File: config.mk
export PLATFORM = sky130hd
export DESIGN_NAME = change_dispenser
export DESIGN_NICKNAME = d
export VERILOG_FILES = /design/src/rtl/change_dispenser.sv
export SDC_FILE = /design/constraint.sdc
export NUM_CORES = 1
export LEC_CHECK = 0
export CAP_MARGIN = 5
export CORE_MARGIN = 3
export CORE_UTILIZATION = 28
export DETAILED_ROUTE_END_ITERATION = 10
export GPL_TIMING_DRIVEN = 1
export PLACE_DENSITY_LB_ADDON = 0.1
export SYNTH_ARGS = -nofsm -noshare
export SYNTH_HDL_FRONTEND = slang
export SYNTH_SLANG_ARGS = --single-unit
File: constraint.sdc
create_clock -name clk -period 4.2 [get_ports clk]
set_clock_uncertainty 0.05 [all_clocks]
set_input_delay 0.63 -clock clk [delete_from_list [all_inputs] [get_ports clk]]
set_output_delay 0.63 -clock clk [all_outputs]
set_load 0.1 [all_outputs]
File: src/rtl/change_dispenser.sv
// Greedy coin payout engine: splits a change amount into coins and issues them one at a time over valid/ack.
// Optional DISP_INVENTORY_EN build adds per-denomination stock counters, restock and short reporting.
module change_dispenser #(
  parameter int WIDTH   = 4,
  parameter int DEN_HI  = 5,
  parameter int DEN_MID = 2
`ifdef DISP_INVENTORY_EN
  ,
  parameter int INV_W    = 4,
  parameter int INV_INIT = 8
`endif
) (
  input  logic             clk,
  input  logic             rst,
  input  logic             start,
  input  logic [WIDTH-1:0] change,
  input  logic             coin_ack,
  output logic             coin_valid,
  output logic [1:0]       coin_sel,
  output logic             busy,
  output logic             done,
  output logic [WIDTH-1:0] remaining
`ifdef DISP_INVENTORY_EN
  ,
  input  logic             restock,
  output logic             short
`endif
);

  localparam logic [WIDTH-1:0] L_HI  = WIDTH'(DEN_HI);
  localparam logic [WIDTH-1:0] L_MID = WIDTH'(DEN_MID);
  localparam logic [WIDTH-1:0] L_ONE = WIDTH'(1);

  typedef enum logic [1:0] {S_IDLE, S_SELECT, S_ISSUE, S_DONE} state_t;

  state_t           r_state;
  logic             r_coin_valid;
  logic [1:0]       r_coin_sel;
  logic [WIDTH-1:0] r_remaining;

  logic             w_hi_avail;
  logic             w_mid_avail;
  logic             w_lo_avail;
  logic [1:0]       w_pick;
  logic             w_pick_ok;
  logic [WIDTH-1:0] w_coin_val;

`ifdef DISP_INVENTORY_EN
  logic [INV_W-1:0] r_stock [0:2];
  logic             r_short;

  assign w_hi_avail  = (r_stock[2] != '0);
  assign w_mid_avail = (r_stock[1] != '0);
  assign w_lo_avail  = (r_stock[0] != '0);
  assign short       = r_short;
`else
  assign w_hi_avail  = 1'b1;
  assign w_mid_avail = 1'b1;
  assign w_lo_avail  = 1'b1;
`endif

  // Largest coin that fits the balance and is in stock; greedy, never backtracks.
  always_comb begin
    w_pick    = 2'd0;
    w_pick_ok = 1'b1;
    if (r_remaining >= L_HI && w_hi_avail) begin
      w_pick = 2'd2;
    end else if (r_remaining >= L_MID && w_mid_avail) begin
      w_pick = 2'd1;
    end else if (r_remaining >= L_ONE && w_lo_avail) begin
      w_pick = 2'd0;
    end else begin
      w_pick_ok = 1'b0;
    end
  end

  always_comb begin
    w_coin_val = L_ONE;
    case (r_coin_sel)
      2'd2:    w_coin_val = L_HI;
      2'd1:    w_coin_val = L_MID;
      default: w_coin_val = L_ONE;
    endcase
  end

  always_ff @(posedge clk) begin
    if (rst) begin
      r_state      <= S_IDLE;
      r_coin_valid <= 1'b0;
      r_coin_sel   <= 2'd0;
      r_remaining  <= '0;
`ifdef DISP_INVENTORY_EN
      r_short      <= 1'b0;
      for (int i = 0; i < 3; i++) r_stock[i] <= INV_W'(INV_INIT);
`endif
    end else begin
      case (r_state)
        S_IDLE: begin
          if (start) begin
            r_remaining <= change;
`ifdef DISP_INVENTORY_EN
            r_short     <= 1'b0;
`endif
            r_state     <= (change == '0) ? S_DONE : S_SELECT;
          end
        end
        S_SELECT: begin
          if (w_pick_ok) begin
            r_coin_sel   <= w_pick;
            r_coin_valid <= 1'b1;
            r_state      <= S_ISSUE;
          end else begin
`ifdef DISP_INVENTORY_EN
            r_short      <= 1'b1;
`endif
            r_state      <= S_DONE;
          end
        end
        S_ISSUE: begin
          if (coin_ack) begin
            r_remaining  <= r_remaining - w_coin_val;
            r_coin_valid <= 1'b0;
            r_state      <= (r_remaining == w_coin_val) ? S_DONE : S_SELECT;
          end
        end
        default: r_state <= S_IDLE;
      endcase

`ifdef DISP_INVENTORY_EN
      // Restock overrides a same-cycle payout decrement.
      if (restock) begin
        for (int i = 0; i < 3; i++) r_stock[i] <= INV_W'(INV_INIT);
      end else if (r_state == S_ISSUE && coin_ack) begin
        for (int i = 0; i < 3; i++) begin
          if (r_coin_sel == 2'(i) && r_stock[i] != '0) r_stock[i] <= r_stock[i] - 1'b1;
        end
      end
`endif
    end
  end

  assign coin_valid = r_coin_valid;
  assign coin_sel   = r_coin_sel;
  assign remaining  = r_remaining;
  assign busy       = (r_state == S_SELECT) || (r_state == S_ISSUE);
  assign done       = (r_state == S_DONE);

endmodule

==> results.cfg, run 1 <==
[worst_hold_path]
min_path_cells = 2
hold_path_end = r_state[0]
worstHoldStart = r_state[0]
min_path_type = reg2reg

[yosys]
synthArstFlopShare = 0
ys_warn_count = 0
synth_nets = 96
syn_area_um2 = 706
synth_top_area_share = 0.255
synth_edf_count = 0
synth-seq-cells = 9
synth_top_area_cell = dfxtp_1
synth_cells = 80
synth_cell_types = 33
avgSynthCellArea_um2 = 8.82
yosysMostFrequentCell = dfxtp_1
synthFlopType = dfxtp_1
synth_area_leaders = dfxtp_1 26%, ha_1 12%, a21oi_1 4.3%, mux2i_1 4.3%, nor2b_4 3.9%
ys_top_cells_by_count = 9 x dfxtp_1, 7 x ha_1, 7 x inv_1, 7 x nor2_1
seq_area_frac_synth = 0.255

[drt]
ant_nets = 0
routed_wl_um = 1670
drt_iter0_drc = 7
vias_per_cell = 4.84
vias = 610
drc = 0
dr.pass1.iters = 4
wire_per_inst_um = 13.2

[timing]
period_minus_slack_ns = 2.80
fin_crit_sh = 0.667
slew_violations = 0
setup_viol = 0
fmax_ghz = 0.357
max_slew_margin = 0.351
hold_violations = 0
tightest_slew_ns = 0.971
final.setup.tns_ns = 0
rsz0062_at_grt = false

[global_routing]
first_global_vias = 672
antenna_found_initial = 0
grt_pass1_wl_um = 3020
grtUsageTotal = 0.121
overflow = 0
grt_max_degree = 13

[clock_tree]
clockBufferDepth = 2
cts_sinks = 9
hold_buffers = 0
clk_pin_slew_ns = 0.06
cts_setup_buffers = 0
cts_buffers = 3
cts-htree-levels = 1
cts_tree = done
clock_latency_ns = 0.26
cts-root-buf = clkbuf_4
post_cts_resized = 0

[cells_and_area]
fillers = 260
antenna_cells = 0
area.sequential_um2 = 180
drive_gt1_frac = 0.122
multi_input_area_um2 = 483
syn_to_final_growth_pct = 29.1
final_nets = 115

[critical_path]
required_ns = 3.52
crit_chain = inv_1 -> ha_1 -> clkdlybuf4s50_1
end_kind = output pin
r2r_start = coin_sel[1]
reg2reg_to = remaining[2]
critical_path_arrival_ns = 2.12
critPathMaxFanout = 4
critPathSlowestCell = clkdlybuf4s50_1
worstRegToRegCells = 8
crit_type = reg2out
r2r_slack_ns = 2.32
critPathMaxStageDelay_ns = 1.12
cp-start-kind = flip-flop

[die]
dieArea_mm2 = 0.00316
boundaryPins = 17
core_area_mm2 = 0.00230
die_y_um = 56.2
start_util = 0.307
rows = 17
chipWidth_um = 56.2

[flow_run]
drv_cap = 0

[placed_design]
port_buffers = 16
gp_congestion = 0.699
dp_hpwl_um = 1320

[outcome]
outcome = complete, no violations
==> routing by layer <==
metal	vias up	wire length [um]	part of all wire	global-route usage
met1	279	819	0.49	0.151
met5	-	0	0	0
met3	2	29	0.017	0.0209
li1	323	-	-	-
met4	0	12	0.0072	0.0610
met2	6	806	0.48	0.197
==> worst max-delay path by stage <==
stage               slack [ns]           end        start
floorplan                 1.82  remaining[2]  coin_sel[1]
global placement          1.70          busy   r_state[0]
detailed placement        1.69          busy   r_state[1]
CTS                       1.37          busy   r_state[1]
global route              1.30          busy   r_state[1]
finish                    1.40          busy   r_state[1]
==> stage by stage <==
stage / hold WS, ns / setup WS (ns) / instances / util / area (um2)
after floorplan: 0.419 / 1.82 / 80 / - / 706
after global placement: 0.440 / 1.70 / 122 / 0.385 / 885
after detailed placement: 0.449 / 1.69 / 122 / 0.385 / 885
after CTS: 0.459 / 1.37 / 126 / 0.397 / 911
after global routing: 0.492 / 1.30 / 126 / 0.397 / 911
final: 0.451 / 1.40 / 126 / 0.397 / 911
==> state kept, by name, summed over array words and instances, names as in the netlist <==
signal      cells
remaining       4
coin_sel        2
r_state         2
coin_valid      1
==> kinds of logic after synthesis <==
family                   after synthesis  synth area share
XOR/XNOR                               1            0.0124
multiplexers                           3            0.0426
flip-flops                             9             0.255
AND/OR/NAND/NOR                       28             0.257
adder cells (fa/ha/maj)                8             0.152
buffers and inverters                  9            0.0603
AO/OA/AOI/OAI                         22             0.220
==> worst max-delay path: cells and delay by family (launching register included) <==
kind	cells	cell delay, ns
flip-flops	1	0.39
adder cells (fa/ha/maj)	1	0.27
buffers and inverters	2	1.20
==> cell type report <==
type | instances | area share
well taps | 28 | 0.0385
clock buffers | 4 | 0.0288
flip-flops and latches | 9 | 0.198
repair buffers | 16 | 0.176
inverters | 7 | 0.0288
multi-input cells | 62 | 0.530
==> placed cells by master (no fill, tap or decap), types with 3 or more instances in the layout <==
master	n
mux2i_1	3
clkbuf_4	3
nand2_1	6
dfxtp_1	9
inv_1	7
o21ai_0	3
a21oi_1	6
nor2b_1	3
nand2b_1	3
nor2_1	7
clkdlybuf4s50_1	16
ha_1	7
Power of run 1 is not shown: default switching activity piles up to over one toggle a cycle in this logic, so the estimate is an artifact.
==> run 2: changes to the inputs <==
clock period = 2.7 ns   (was 4.2 ns; I/O delays follow)
==> run 2 against run 1 <==
Global-route usage fell by 0.98 points. Clock-buffer cell count did not move. Critical path depth rose by 3. Flip-flop and latch count did not move. Sequential share of layout area rose by 0.50 points. Via count rose by 5.1%. Hold slack improved by 0.0016 ns. Core utilization fell by 0.98 points. Die area did not move. Critical endpoint is now remaining[3].
==> results.cfg, run 2 (synthesis results as in run 1) <==
[placed_design]
dp_hpwl_um = 1310
place_ws_ns = 0.823
port_buffers = 16
gp_congestion = 0.773
placed_area_um2 = 862

[timing]
max_slew_margin = 0.715
final.setup.tns_ns = 0
fin_crit_sh = 0.685
period_minus_slack_ns = 1.85
slew_violations = 0
hold_violations = 0
tightest_slew_ns = 0.428
fmax_ghz = 0.541
holdWs_ns = 0.452
setup_viol = 0
fin_ws_ns = 0.851
rsz0062_at_grt = false

[global_routing]
grt_max_degree = 13
first_global_vias = 617
grtUsageTotal = 0.111
grt_pass1_wl_um = 2760
antenna_found_initial = 0
overflow = 0

[cells_and_area]
antenna_cells = 0
final_cell_mix = 9 x dfxtp_1, 9 x buf_4
syn_to_final_growth_pct = 25.9
fillers = 243
drive_gt1_frac = 0.214
final_nets = 115
finish.instance_area_um2 = 888
largest_reg_flops = 4

[flow_run]
drv_cap = 0

[clock_tree]
cts_tree = done
cts_buffers = 3
cts_setup_buffers = 0
hold_buffers = 0
cts-root-buf = clkbuf_4
clock_latency_ns = 0.26
cts-htree-levels = 1
cts_sinks = 9
post_cts_resized = 0
clockBufferDepth = 2
clk_pin_slew_ns = 0.06

[drt]
dr.pass1.iters = 4
vias = 641
vias_per_cell = 5.09
drt_iter0_drc = 5
ant_nets = 0
routed_wl_um = 1640
drc = 0
wire_per_inst_um = 13.0

[critical_path]
cp-start-kind = flip-flop
critical_path_arrival_ns = 1.94
required_ns = 2.79
crit_type = reg2reg
end_kind = flip-flop
critPathMaxFanout = 12

[die]
start_util = 0.307
chipWidth_um = 56.2
dieArea_mm2 = 0.00316
boundaryPins = 17
core_area_mm2 = 0.00230
die_y_um = 56.2
rows = 17

[outcome]
outcome = complete, no violations

[worst_hold_path]
min_path_type = reg2reg
==> run 2: changes by cell type in the layout (fill, tap and decap cells not counted) <==
cell	previous run	this run
clkdlybuf4s50_1	16	7
buf_4	0	9
==> run 2: final cells by class <==
type / count / area, um2 / area share
inverters: 7 / 26.3 / 0.0296
multi-input cells: 62 / 483 / 0.544
well taps: 28 / 35.0 / 0.0394
clock buffers: 4 / 26.3 / 0.0296
flip-flops and latches: 9 / 180 / 0.203
repair buffers: 16 / 138 / 0.155
==> run 2: per-layer routing <==
layer  GRT usage  wire, um  up-vias
met5           0         0        -
met4      0.0339        12        0
met3      0.0348        66        2
met2       0.184       796       12
met1       0.136       764      304
li1            -         -      323
==> run 2: worst paths after layout <==
| check | start | to | slack, ns | depth (start not counted) |
|---|---|---|---|---|
| min | r_state[1] | r_state[1] | 0.45 | 2 |
| min reg2reg | r_state[1] | r_state[1] | 0.45 | 2 |
| max | r_state[0] | remaining[3] | 0.85 | 6 |
| max reg2reg | r_state[0] | remaining[3] | 0.85 | 6 |
==> run 2: critical path, cell delays in order, from the launching register on <==
cell	delay, ns
dfxtp_1	0.35
inv_1	0.09
ha_1	0.42
nor2_1	0.16
nor3_4	0.34
a21boi_0	0.23
o32ai_1	0.09
==> run 2: per-stage QoR <==
stage,cells,utilization
floorplan,80,-
global placement,122,0.375
detailed placement,122,0.375
CTS,126,0.387
global route,126,0.387
finish,126,0.387
Power of run 2 is left out for the same reason.
==> run 3: changes to the inputs <==
clock period = 1.8 ns   (was 2.7 ns; I/O delays follow)
==> run 3 against run 2 <==
Clock-buffer cell count unchanged. Via count down 2.0%. Cell area up 18%. Highest routed layer unchanged.
==> results.cfg, run 3 (synthesis results as in run 1) <==
[drt]
wl_met2_um = 865
route.met3.wl_um = 100
drt_iter0_drc = 14
dr.pass1.iters = 4
wirelength_met1_um = 755
ant_nets = 0
drc = 0
vias_per_cell = 4.91
routed_wl_um = 1740
vias = 628
dr.max_layer_used = met4
wire_per_inst_um = 13.6

[critical_path]
startpoint = coin_sel[1]
r2r_slack_ns = 0.13
critPathMaxFanout = 4
end_kind = flip-flop
required_ns = 1.93
worstRegToRegCells = 6
critical_path_arrival_ns = 1.80
r2r_start = coin_sel[1]
crit_type = reg2reg
reg2reg_to = remaining[1]
endpoint = remaining[1]
cp-start-kind = flip-flop

[timing]
holdWs_ns = 0.459
slew_violations = 0
rsz0062_at_grt = false
fin_crit_sh = 0.926
fmax_ghz = 0.600
max_slew_margin = 0.710
hold_violations = 0
period_minus_slack_ns = 1.67
tightest_slew_ns = 0.433
setup_viol = 0

[die]
core_area_mm2 = 0.00230
rows = 17
die_y_um = 56.2
start_util = 0.307
boundaryPins = 17
chipWidth_um = 56.2
dieArea_mm2 = 0.00316

[placed_design]
port_buffers = 16
placed_area_mm2 = 0.00101
gp_congestion = 0.797
dp_hpwl_um = 1360

[clock_tree]
cts-root-buf = clkbuf_4
clockBufferDepth = 2
cts-htree-levels = 1
clk_pin_slew_ns = 0.07
clock_latency_ns = 0.27
cts_sinks = 9
hold_buffers = 0
cts_buffers = 3
cts_tree = done

[outcome]
outcome = complete, no violations

[global_routing]
grt_pass1_wl_um = 2850
grtUsageTotal = 0.115
overflow = 0
grt_max_degree = 12
antenna_found_initial = 0
first_global_vias = 623

[flow_run]
drv_cap = 0

[cells_and_area]
drive_gt1_frac = 0.310
syn_to_final_growth_pct = 48.0
antenna_cells = 0
finish.instance_area_mm2 = 0.00104
final_cell_mix = 9 x buf_12, 7 x inv_1, 7 x nor2_1, 7 x clkdlybuf4s50_1
mostFrequentLayoutCell = buf_12
largest_reg_flops = 4
final_nets = 117
post-route-util = 0.455
fillers = 234

[worst_hold_path]
worstHoldStart = r_state[0]
min_path_type = reg2reg
## run 3: cell count changes in the layout (fill, tap and decap cells not counted), sizes merged
cell  previous run  this run
buf              9        11
## run 3: worst min path at each step
stage               depth (start not counted)            to
floorplan                                   2  remaining[3]
global placement                            2    r_state[1]
detailed placement                          2    r_state[0]
CTS                                         2    r_state[0]
global route                                2    r_state[0]
finish                                      2    r_state[0]
## run 3: worst max-delay path, stage by stage, from the launching register on
cell and delay, ns:
dfxtp_4 0.36, nand2b_4 0.14, ha_2 0.18, inv_1 0.05
fa_2 0.51, mux2i_1 0.06, a211oi_1 0.22
## run 3: per-layer routing
metal | vias up | GRT usage
li1 | 323 | -
met1 | 282 | 0.136
met2 | 21 | 0.202
met3 | 2 | 0.0418
met4 | 0 | 0.0203
met5 | - | 0
## run 3: area by class of cell
class | instances | area (um2) | share of cell area
Clock buffer | 4 | 26.3 | 0.0251
Timing Repair Buffer | 18 | 265 | 0.254
Tap cell | 28 | 35.0 | 0.0335
Sequential cell | 9 | 196 | 0.188
Multi-Input combinational cell | 62 | 495 | 0.474
Inverter | 7 | 26.3 | 0.0251
## run 3: through the flow
step           cells  setup WS [ns]  setup TNS [ns]
2_1_floorplan     80        -0.0455         -0.0455
3_3_place_gp     123          0.114               0
3_5_place_dp     123         0.0951               0
4_1_cts          127         0.0733               0
5_1_grt          128         0.0261               0
6_report         128          0.132               0
## run 3: repair_timing
item                                   in CTS  in global routing
endpoints found under the hold margin       0                  0
setup buffers                               0                  1
gates resized for setup                     0                  2
setup endpoints to repair                   0                  1
Power of run 3 is left out for the same reason.
